<file path="config.mk">
export PLATFORM = sky130hd
export DESIGN_NAME = ifetch_queue
export DESIGN_NICKNAME = d
export VERILOG_FILES = /design/src/rtl/ifq_pkg.sv /design/src/rtl/ifq_fifo.sv /design/src/rtl/ifetch_queue.sv
export SDC_FILE = /design/constraint.sdc
export NUM_CORES = 1
export LEC_CHECK = 0
export CAP_MARGIN = 20
export CORE_MARGIN = 3
export CORE_UTILIZATION = 45
export CTS_BUF_LIST = sky130_fd_sc_hd__clkbuf_4 sky130_fd_sc_hd__clkbuf_8
export CTS_CLUSTER_DIAMETER = 50
export DETAILED_ROUTE_END_ITERATION = 6
export PLACE_DENSITY = 0.63
export SETUP_SLACK_MARGIN = 0.1
export SLEW_MARGIN = 10
export SYNTH_ARGS = -nofsm -noshare
export SYNTH_HDL_FRONTEND = slang
export SYNTH_HIERARCHICAL = 1
export SYNTH_SLANG_ARGS = --single-unit
</file>
<file path="constraint.sdc">
create_clock -name clk -period 7.75 [get_ports clk]
set_input_delay 1.55 -clock clk [delete_from_list [all_inputs] [get_ports clk]]
set_output_delay 1.55 -clock clk [all_outputs]
set_load 0.01 [all_outputs]
</file>
<file path="src/rtl/ifq_pkg.sv">
// Shared widths and entry layout for the instruction-fetch prefetch queue.
package ifq_pkg;
    localparam int IFQ_ADDR_W  = 8;
    localparam int IFQ_INST_W  = 16;
    localparam int IFQ_DEPTH   = 4;
    localparam int IFQ_PTR_W   = $clog2(IFQ_DEPTH);
    localparam int IFQ_ENTRY_W = IFQ_INST_W + IFQ_ADDR_W;

    // Queue entry: instruction in the MSBs, next PC below it.
    typedef struct packed {
        logic [IFQ_INST_W-1:0] inst;
        logic [IFQ_ADDR_W-1:0] new_pc;
    } ifq_entry_t;
endpackage

</file>
<file path="src/rtl/ifq_fifo.sv">
// Circular entry store for the fetch queue: storage, wrapping pointers, occupancy count.
module ifq_fifo
    import ifq_pkg::*;
#(
    parameter int DEPTH = IFQ_DEPTH,
    parameter int W     = IFQ_ENTRY_W,
    parameter int PTR_W = $clog2(DEPTH)
) (
    input  logic             clk,
    input  logic             clr,
    input  logic             push,
    input  logic             pop,
    input  logic             flush,
    input  logic [W-1:0]     din,
    output logic [W-1:0]     dout,
    output logic [PTR_W:0]   count,
    output logic             empty,
    output logic             full
);
    logic [W-1:0]     mem [DEPTH];
    logic [PTR_W-1:0] rptr, wptr;
    logic             do_push, do_pop;

    assign empty   = (count == '0);
    assign full    = (count == (PTR_W+1)'(DEPTH));
    // A push into a full queue is only accepted when the head leaves in the same cycle.
    assign do_pop  = pop && !empty;
    assign do_push = push && (!full || do_pop);
    assign dout    = empty ? '0 : mem[rptr];

    always_ff @(posedge clk) begin
        if (do_push && !flush)
            mem[wptr] <= din;
    end

    always_ff @(posedge clk or posedge clr) begin
        if (clr) begin
            rptr  <= '0;
            wptr  <= '0;
            count <= '0;
        end else if (flush) begin
            rptr  <= '0;
            wptr  <= '0;
            count <= '0;
        end else begin
            if (do_push) wptr <= wptr + PTR_W'(1);
            if (do_pop)  rptr <= rptr + PTR_W'(1);
            if (do_push && !do_pop)      count <= count + (PTR_W+1)'(1);
            else if (do_pop && !do_push) count <= count - (PTR_W+1)'(1);
        end
    end
endmodule

</file>
<file path="src/rtl/ifetch_queue.sv">
// Fetch front end: PC/issue credit, one-deep in-flight tracking, branch redirect, prefetch queue.
// IFQ_BYPASS_EN: forward an arriving response straight to the head when the queue is empty.
module ifetch_queue
    import ifq_pkg::*;
#(
    parameter int ADDR_W = IFQ_ADDR_W,
    parameter int INST_W = IFQ_INST_W,
    parameter int DEPTH  = IFQ_DEPTH
) (
    input  logic              clk,
    input  logic              clr,
    input  logic              iBrTaken,
    input  logic [ADDR_W-1:0] iBrDir,
    output logic              oImemReq,
    output logic [ADDR_W-1:0] oImemAddr,
    input  logic [INST_W-1:0] iImemData,
    output logic              oValid,
    output logic [INST_W-1:0] oInst,
    output logic [ADDR_W-1:0] oNewPc,
    input  logic              iReady
);
    localparam int PW = $clog2(DEPTH);
    localparam int EW = INST_W + ADDR_W;

    logic [ADDR_W-1:0] pc, tag;
    logic              inflight;
    logic [PW:0]       count;
    logic [PW+1:0]     credit;
    logic              empty, full;
    logic [EW-1:0]     din, dout;
    logic              issue, resp, push, pop;

    // Credit ignores a same-cycle pop so issue never depends on iReady.
    assign credit = {1'b0, count} + (PW+2)'(inflight);
    assign issue  = !clr && !iBrTaken && !full && (credit < (PW+2)'(DEPTH));
    assign resp   = inflight && !iBrTaken;
    assign din    = {iImemData, tag + ADDR_W'(1)};

    assign oImemReq  = issue;
    assign oImemAddr = pc;

`ifdef IFQ_BYPASS_EN
    logic byp;
    assign byp    = empty && resp;
    assign push   = resp && !(empty && iReady);
    assign pop    = !empty && iReady && !iBrTaken;
    assign oValid = !empty || byp;
    assign {oInst, oNewPc} = !empty ? dout : (byp ? din : '0);
`else
    assign push   = resp;
    assign pop    = !empty && iReady && !iBrTaken;
    assign oValid = !empty;
    assign {oInst, oNewPc} = dout;
`endif

    ifq_fifo #(.DEPTH(DEPTH), .W(EW)) u_fifo (
        .clk   (clk),
        .clr   (clr),
        .push  (push),
        .pop   (pop),
        .flush (iBrTaken),
        .din   (din),
        .dout  (dout),
        .count (count),
        .empty (empty),
        .full  (full)
    );

    always_ff @(posedge clk or posedge clr) begin
        if (clr) begin
            pc       <= '0;
            tag      <= '0;
            inflight <= 1'b0;
        end else begin
            inflight <= issue;
            if (iBrTaken) begin
                pc <= iBrDir;
            end else if (issue) begin
                pc  <= pc + ADDR_W'(1);
                tag <= pc;
            end
        end
    end
endmodule

</file>
==> impl_metrics.tcl, run 1 <==
set metrics [dict create \
    max_stage_delay_ns 0.60 \
    cts-htree-levels 4 \
    cts_sinks 120 \
    die_area_um2 12770 \
    synth_commonest_cells "edfxtp_1 (96), nand2_1 (26), dfrtp_1 (24), mux4_2 (24), nor2b_1 (14)" \
    die_w_um 113.0 \
    critical_path_required_ns 6.20 \
    synth_top_area_share_pct 55.96 \
    start_util_pct 46.70 \
    critPathArrivalTime_ns 3.69 \
    cts_buffer_depth 2 \
    muxShareOfSynthArea_pct 11.61 \
    rows 38 \
    syn_area_um2 5151 \
    drive_above_1_share_pct 19.60 \
    synth_area_leader_cell "edfxtp_1" \
    synth_top_family_by_area "multiplexers" \
    clk-insertion-delay-late_ns 0.41 \
    cp_slowest_cell "clkdlybuf4s50_1" \
    drv_slew 0 \
    syn_to_final_growth_pct 23.56 \
    routedWlPerCell_um 17.14 \
    synth_compound_area_share_pct 4.008 \
    synthesis.nets 353 \
    post-route-min-period_ns 5.245 \
    synth-simple-area-share_pct 10.47 \
    skew_ns 0.01393 \
    num_io_pins 62 \
    grt_pass1_vias 2913 \
    ir_drop_uv 109.8 \
    relSlewSlack_pct 38.85 \
    status "complete, no violations" \
    p_total_mw 1.472 \
    core-area_um2 11030 \
    fillers 891 \
    yosys.cell_types.count 48 \
    dr.pass1.iters 4 \
    grt_pass1_wl_um 15260 \
    dp.final_hpwl_um 5710 \
    clk_pin_slew_worst_paths_ns 0.07 \
    grt_max_degree 29 \
    leakage_nw 2.245 \
    fmax_mhz 190.7 \
    ys_seq_area_share_pct 67.62 \
    synthFlopType "edfxtp_1" \
    max-cap-violations 0 \
    finalSetupTns_ns 0 \
    cts_tree "yes" \
    syn_inst 318 \
    cp-start-kind "primary input" \
    rsz0062_at_grt "no" \
    yosys.area_share.xor_xnor_pct 1.700 \
    multi_input_area_um2 1551 \
    setup_viol 0 \
    grt_antenna_before_repair 0 \
    cts_buffers 17 \
    postCtsSetupBuffers 0 \
    cp_max_fo 28 \
    wl_um 9307 \
    nets 425 \
    fin_crit_sh_pct 67.68 \
    drc_errors 0 \
    synthAdderAreaFrac_pct 1.846 \
    ctsResizeCount 0 \
    worst_slew_pin_slew_ns 0.9172 \
    yosysWarnings 6 \
    ant_nets 0 \
    synth_async_sr_flop_share_pct 20.00 \
    hold_class "flop to flop" \
    syn_area_per_cell_um2 16.20 \
    worstPathCellList "clkdlybuf4s50_1, buf_4, nor4_4, nand2_2, inv_2, clkdlybuf4s50_1" \
    overflow 0 \
    die_y_um 113.0 \
    vias 2838 \
    power_density_nw_per_um2 231.2 \
    cts-root-buf "clkbuf_8" \
    synth-edff-count 96 \
    critPathMostFrequentCell "clkdlybuf4s50_1" \
    diodes 0 \
    io_buffers 61 \
    gp_congestion 0.7840 \
    synth-seq-cells 120 \
    holdBufCountCts 0 \
    grt_usage_pct 15.76 \
    ff_latch_area_um2 3485 \
    vias_per_cell 5.227 \
    hold_violations 0 \
    drt-initial-drc-count 169 \
    synth_area_leaders "edfxtp_1 (56%), dfrtp_1 (12%), mux4_2 (10%)" \
    yosys.cell_count.top_type "edfxtp_1" \
    end_kind "output port" \
    path_class "primary input to output port" \
]
## cells by family (layout without fill, tap and decap cells)
family                     after synthesis  count (layout)
DFF                                    120             120
and+or+nand+nor                         96              96
muxes                                   29              29
AOI/OAI and AO/OA                       28              28
buffers and inverters                   28             113
xor gates and xnor gates                10              10
adders and majority gates                7               7
## final timing paths
kind / cells after the start / to / slack, ns / from
worst max-delay path: 6 / oImemReq / 2.51 / iBrTaken
worst min-delay path: 2 / tag[7]$_DFFE_PP0P_ / 0.53 / tag[7]$_DFFE_PP0P_
worst max register to register: 9 / u_fifo/count[2]$_DFFE_PP0P_ / 5.21 / u_fifo/count[2]$_DFFE_PP0P_
worst min register to register: 2 / tag[7]$_DFFE_PP0P_ / 0.53 / tag[7]$_DFFE_PP0P_
max in group asynchronous: 2 / tag[2]$_DFFE_PP0P_ / 5.68 / clr
min in group asynchronous: 2 / u_fifo/count[2]$_DFFE_PP0P_ / 1.49 / clr
## worst max-delay path, delay by kind of cell
family / cells / cell delay (ns)
buf+inv: 4 / 1.54
simple gates: 2 / 0.60
## routing by layer
| metal | share of wire (%) | vias up | GRT usage, % |
|---|---|---|---|
| met3 | 4.3 | 4 | 4.599 |
| met4 | 0.59 | 0 | 5.529 |
| li1 | - | 1345 | - |
| met1 | 45 | 1411 | 21.13 |
| met5 | 0 | - | 0 |
| met2 | 50 | 78 | 24.84 |
## flip-flops by register name (all words and copies together), names as in the netlist
register and cells:
u_fifo/count 3, inflight 1, oImemAddr 8, u_fifo/rptr 2, tag 8, u_fifo/wptr 2
u_fifo/mem 96
## per-stage QoR
step / setup WS, ns / cell area [um^2] / hold slack, ns / instances / utilization, %
2_1_floorplan: 3.157 / 5151 / 0.4641 / 318 / -
3_3_place_gp: 2.542 / 5919 / 0.5094 / 510 / 53.66
3_5_place_dp: 2.509 / 5919 / 0.5182 / 510 / 53.66
4_1_cts: 2.499 / 6360 / 0.5353 / 542 / 57.66
5_1_grt: 2.388 / 6365 / 0.5737 / 543 / 57.70
6_report: 2.505 / 6365 / 0.5256 / 543 / 57.70
## power breakdown
part	internal (mW)	total [mW]	switching [mW]
registers	0.728	0.750	0.0218
clock network	0.357	0.605	0.248
logic	0.0596	0.117	0.0576
total	1.14	1.47	0.327
## cell usage in the layout, fill, tap and decap left out, drive strengths merged, types with 4 or more instances in the layout
cell type	n
nor2	13
clkinv	5
xor2	4
o21ai	7
xnor2	6
clkbuf	18
buf	8
nand2b	4
inv	14
dfrtp	24
ha	6
a221o	4
nor3b	6
bufinv	4
and2b	12
nand3	6
edfxtp	96
clkdlybuf4s50	61
nor2b	14
mux4	24
nand2	27
## layout make-up
class	count	area share, %
clock inverters	14	3.126
multi-input cells	170	24.38
well taps	140	2.752
clock buffers	18	3.794
flip-flops and latches	120	54.75
inverters	12	0.7077
repair buffers	69	10.50
Power figures use the tool's default switching activity.
==> inputs of run 2 (changes only) <==
--- a/config.mk
+++ b/config.mk
@@ -11,7 +11,7 @@
 export CTS_BUF_LIST = sky130_fd_sc_hd__clkbuf_4 sky130_fd_sc_hd__clkbuf_8
 export CTS_CLUSTER_DIAMETER = 50
 export DETAILED_ROUTE_END_ITERATION = 6
-export PLACE_DENSITY = 0.63
+export PLACE_DENSITY = 0.65
 export SETUP_SLACK_MARGIN = 0.1
 export SLEW_MARGIN = 10
 export SYNTH_ARGS = -nofsm -noshare
==> constraint.sdc (replaced) <==
create_clock -name clk -period 4.8 [get_ports clk]
set_input_delay 0.96 -clock clk [delete_from_list [all_inputs] [get_ports clk]]
set_output_delay 0.96 -clock clk [all_outputs]
set_load 0.01 [all_outputs]
==> run 2 against run 1 <==
Clock skew shrank 0.0047 ns. Flip-flop and latch count did not move. Critical path depth decreased by 1. Worst hold slack lost 0.014 ns. Via count increased by 2.1%. Power increased by 49%. Sequential share of layout area is 0.71 points higher. Die area stayed put. Final cell count unchanged. Global-route usage fell by 0.25 points. Critical endpoint unchanged. Largest cell class unchanged. Largest power group unchanged.
==> impl_metrics.tcl, run 2 (synthesized netlist as in run 1, its figures left out) <==
set metrics [dict create \
    drt-initial-drc-count 173 \
    io_buffers 61 \
    r2r_cells 9 \
    start_util_pct 46.70 \
    min_path_cells 2 \
    status "complete, no violations" \
    postCtsSetupBuffers 0 \
    die_y_um 113.0 \
    cts-htree-levels 4 \
    skew_ns 0.009196 \
    drv_slew 0 \
    dp.final_hpwl_um 5554 \
    leakage_nw 2.203 \
    r2r_start "u_fifo/count[2]$_DFFE_PP0P_" \
    finalSetupTns_ns 0 \
    worst_slew_pin_slew_ns 0.8992 \
    finalInstanceArea_um2 6284 \
    cts_buffer_depth 2 \
    cts_buffers 17 \
    hold_slack_ns 0.5115 \
    p_total_mw 2.196 \
    die_w_um 113.0 \
    cts_sinks 120 \
    gp_congestion 0.7736 \
    cts_tree "yes" \
    fin_crit_sh_pct 81.11 \
    grt_usage_pct 15.52 \
    cp-start-kind "primary input" \
    clk_pin_slew_worst_paths_ns 0.07 \
    power_density_nw_per_um2 349.4 \
    setup_slack_ns 0.9068 \
    hold_start "tag[7]$_DFFE_PP0P_" \
    drc_errors 0 \
    overflow 0 \
    mostFrequentLayoutCell "edfxtp_1" \
    max-cap-violations 0 \
    layout_common_cells "edfxtp_1 (96), clkdlybuf4s50_1 (61), nand2_1 (26)" \
    grt_antenna_before_repair 0 \
    hold_class "flop to flop" \
    regMostFlops "u_fifo/mem" \
    setup_viol 0 \
    r2r_setup_slack_ns 2.44 \
    path_class "primary input to output port" \
    drive_above_1_share_pct 19.35 \
    post-route-min-period_ns 3.893 \
    pre_cts_ws_ns 0.8888 \
    relSlewSlack_pct 40.05 \
    rsz0062_at_grt "no" \
    ant_nets 0 \
    core-area_um2 11030 \
    largest_reg_flops 96 \
    fillers 928 \
    wl_um 9170 \
    cts-root-buf "clkbuf_8" \
    dr.pass1.iters 4 \
    critPathArrivalTime_ns 2.93 \
    ctsResizeCount 0 \
    cp_max_fo 17 \
    nets 425 \
    holdBufCountCts 0 \
    grt_max_degree 28 \
    vias_per_cell 5.339 \
    grt_pass1_wl_um 15260 \
    num_io_pins 62 \
    ff_latch_area_um2 3485 \
    hold_violations 0 \
    rows 38 \
    routedWlPerCell_um 16.89 \
    fmax_mhz 256.9 \
    multi_input_area_um2 1551 \
    clk-insertion-delay-late_ns 0.41 \
    ir_drop_uv 160.2 \
    worstHoldEndpoint "tag[7]$_DFFE_PP0P_" \
    end_kind "output port" \
    syn_to_final_growth_pct 21.98 \
    grt_pass1_vias 2960 \
    diodes 0 \
    vias 2899 \
    critical_path_required_ns 3.84 \
    dpl_cell_area_um2 5927 \
    die_area_um2 12770 \
    r2r-end "u_fifo/count[2]$_DFFE_PP0P_" \
]
-- run 2: changes by cell type in the layout (fill, tap and decap cells not counted), sizes merged --
cell	previous run	this run
clkbuf	18	19
bufinv	4	1
inv	14	12
clkinv	5	7
clkinvlp	3	5
-- run 2: worst max-delay path by stage --
| stage | start | slack (ns) | endpoint | cells past startpoint |
|---|---|---|---|---|
| finish | iBrTaken | 0.91 | oImemReq | 5 |
| global route | iBrTaken | 0.75 | oImemReq | 5 |
| CTS | iBrTaken | 0.88 | oImemReq | 5 |
| detailed placement | iBrTaken | 0.89 | oImemReq | 5 |
| global placement | iBrTaken | 0.96 | oImemReq | 5 |
| floorplan | iBrTaken | 0.80 | u_fifo/mem[0][0]$_DFFE_PP_ | 5 |
-- run 2: cell type report --
class                      count  share of cell area [%]
multi-input combinational    170                   24.69
inverter                      12                  0.7168
clock inverter                13                   1.712
timing repair buffer          69                   10.67
sequential                   120                   55.46
tap                          140                   2.788
clock buffer                  19                   3.963
-- run 2: per-stage QoR --
step	instances	utilization, %
after floorplan	318	-
after global placement	511	53.73
after detailed placement	511	53.73
after CTS	543	56.96
after global routing	543	56.96
final	543	56.96
-- run 2: routing by layer --
| metal | up-vias | routed length (um) | global-route usage (%) |
|---|---|---|---|
| li1 | 1345 | - | - |
| met1 | 1477 | 3995 | 19.93 |
| met2 | 68 | 4659 | 25.36 |
| met3 | 9 | 415 | 4.706 |
| met4 | 0 | 99 | 5.208 |
| met5 | - | 0 | 0 |
-- run 2: where the power goes --
part	switching, mW	internal, mW
Combinational	0.0926	0.0964
Clock	0.382	0.414
Sequential	0.0354	1.18
Total	0.510	1.69
-- run 2: worst max-delay path: stages --
cell and delay (ns):
clkdlybuf4s50_1 0.47, nor4_4 0.36, nand2_2 0.26, inv_2 0.29, clkdlybuf4s50_1 0.59
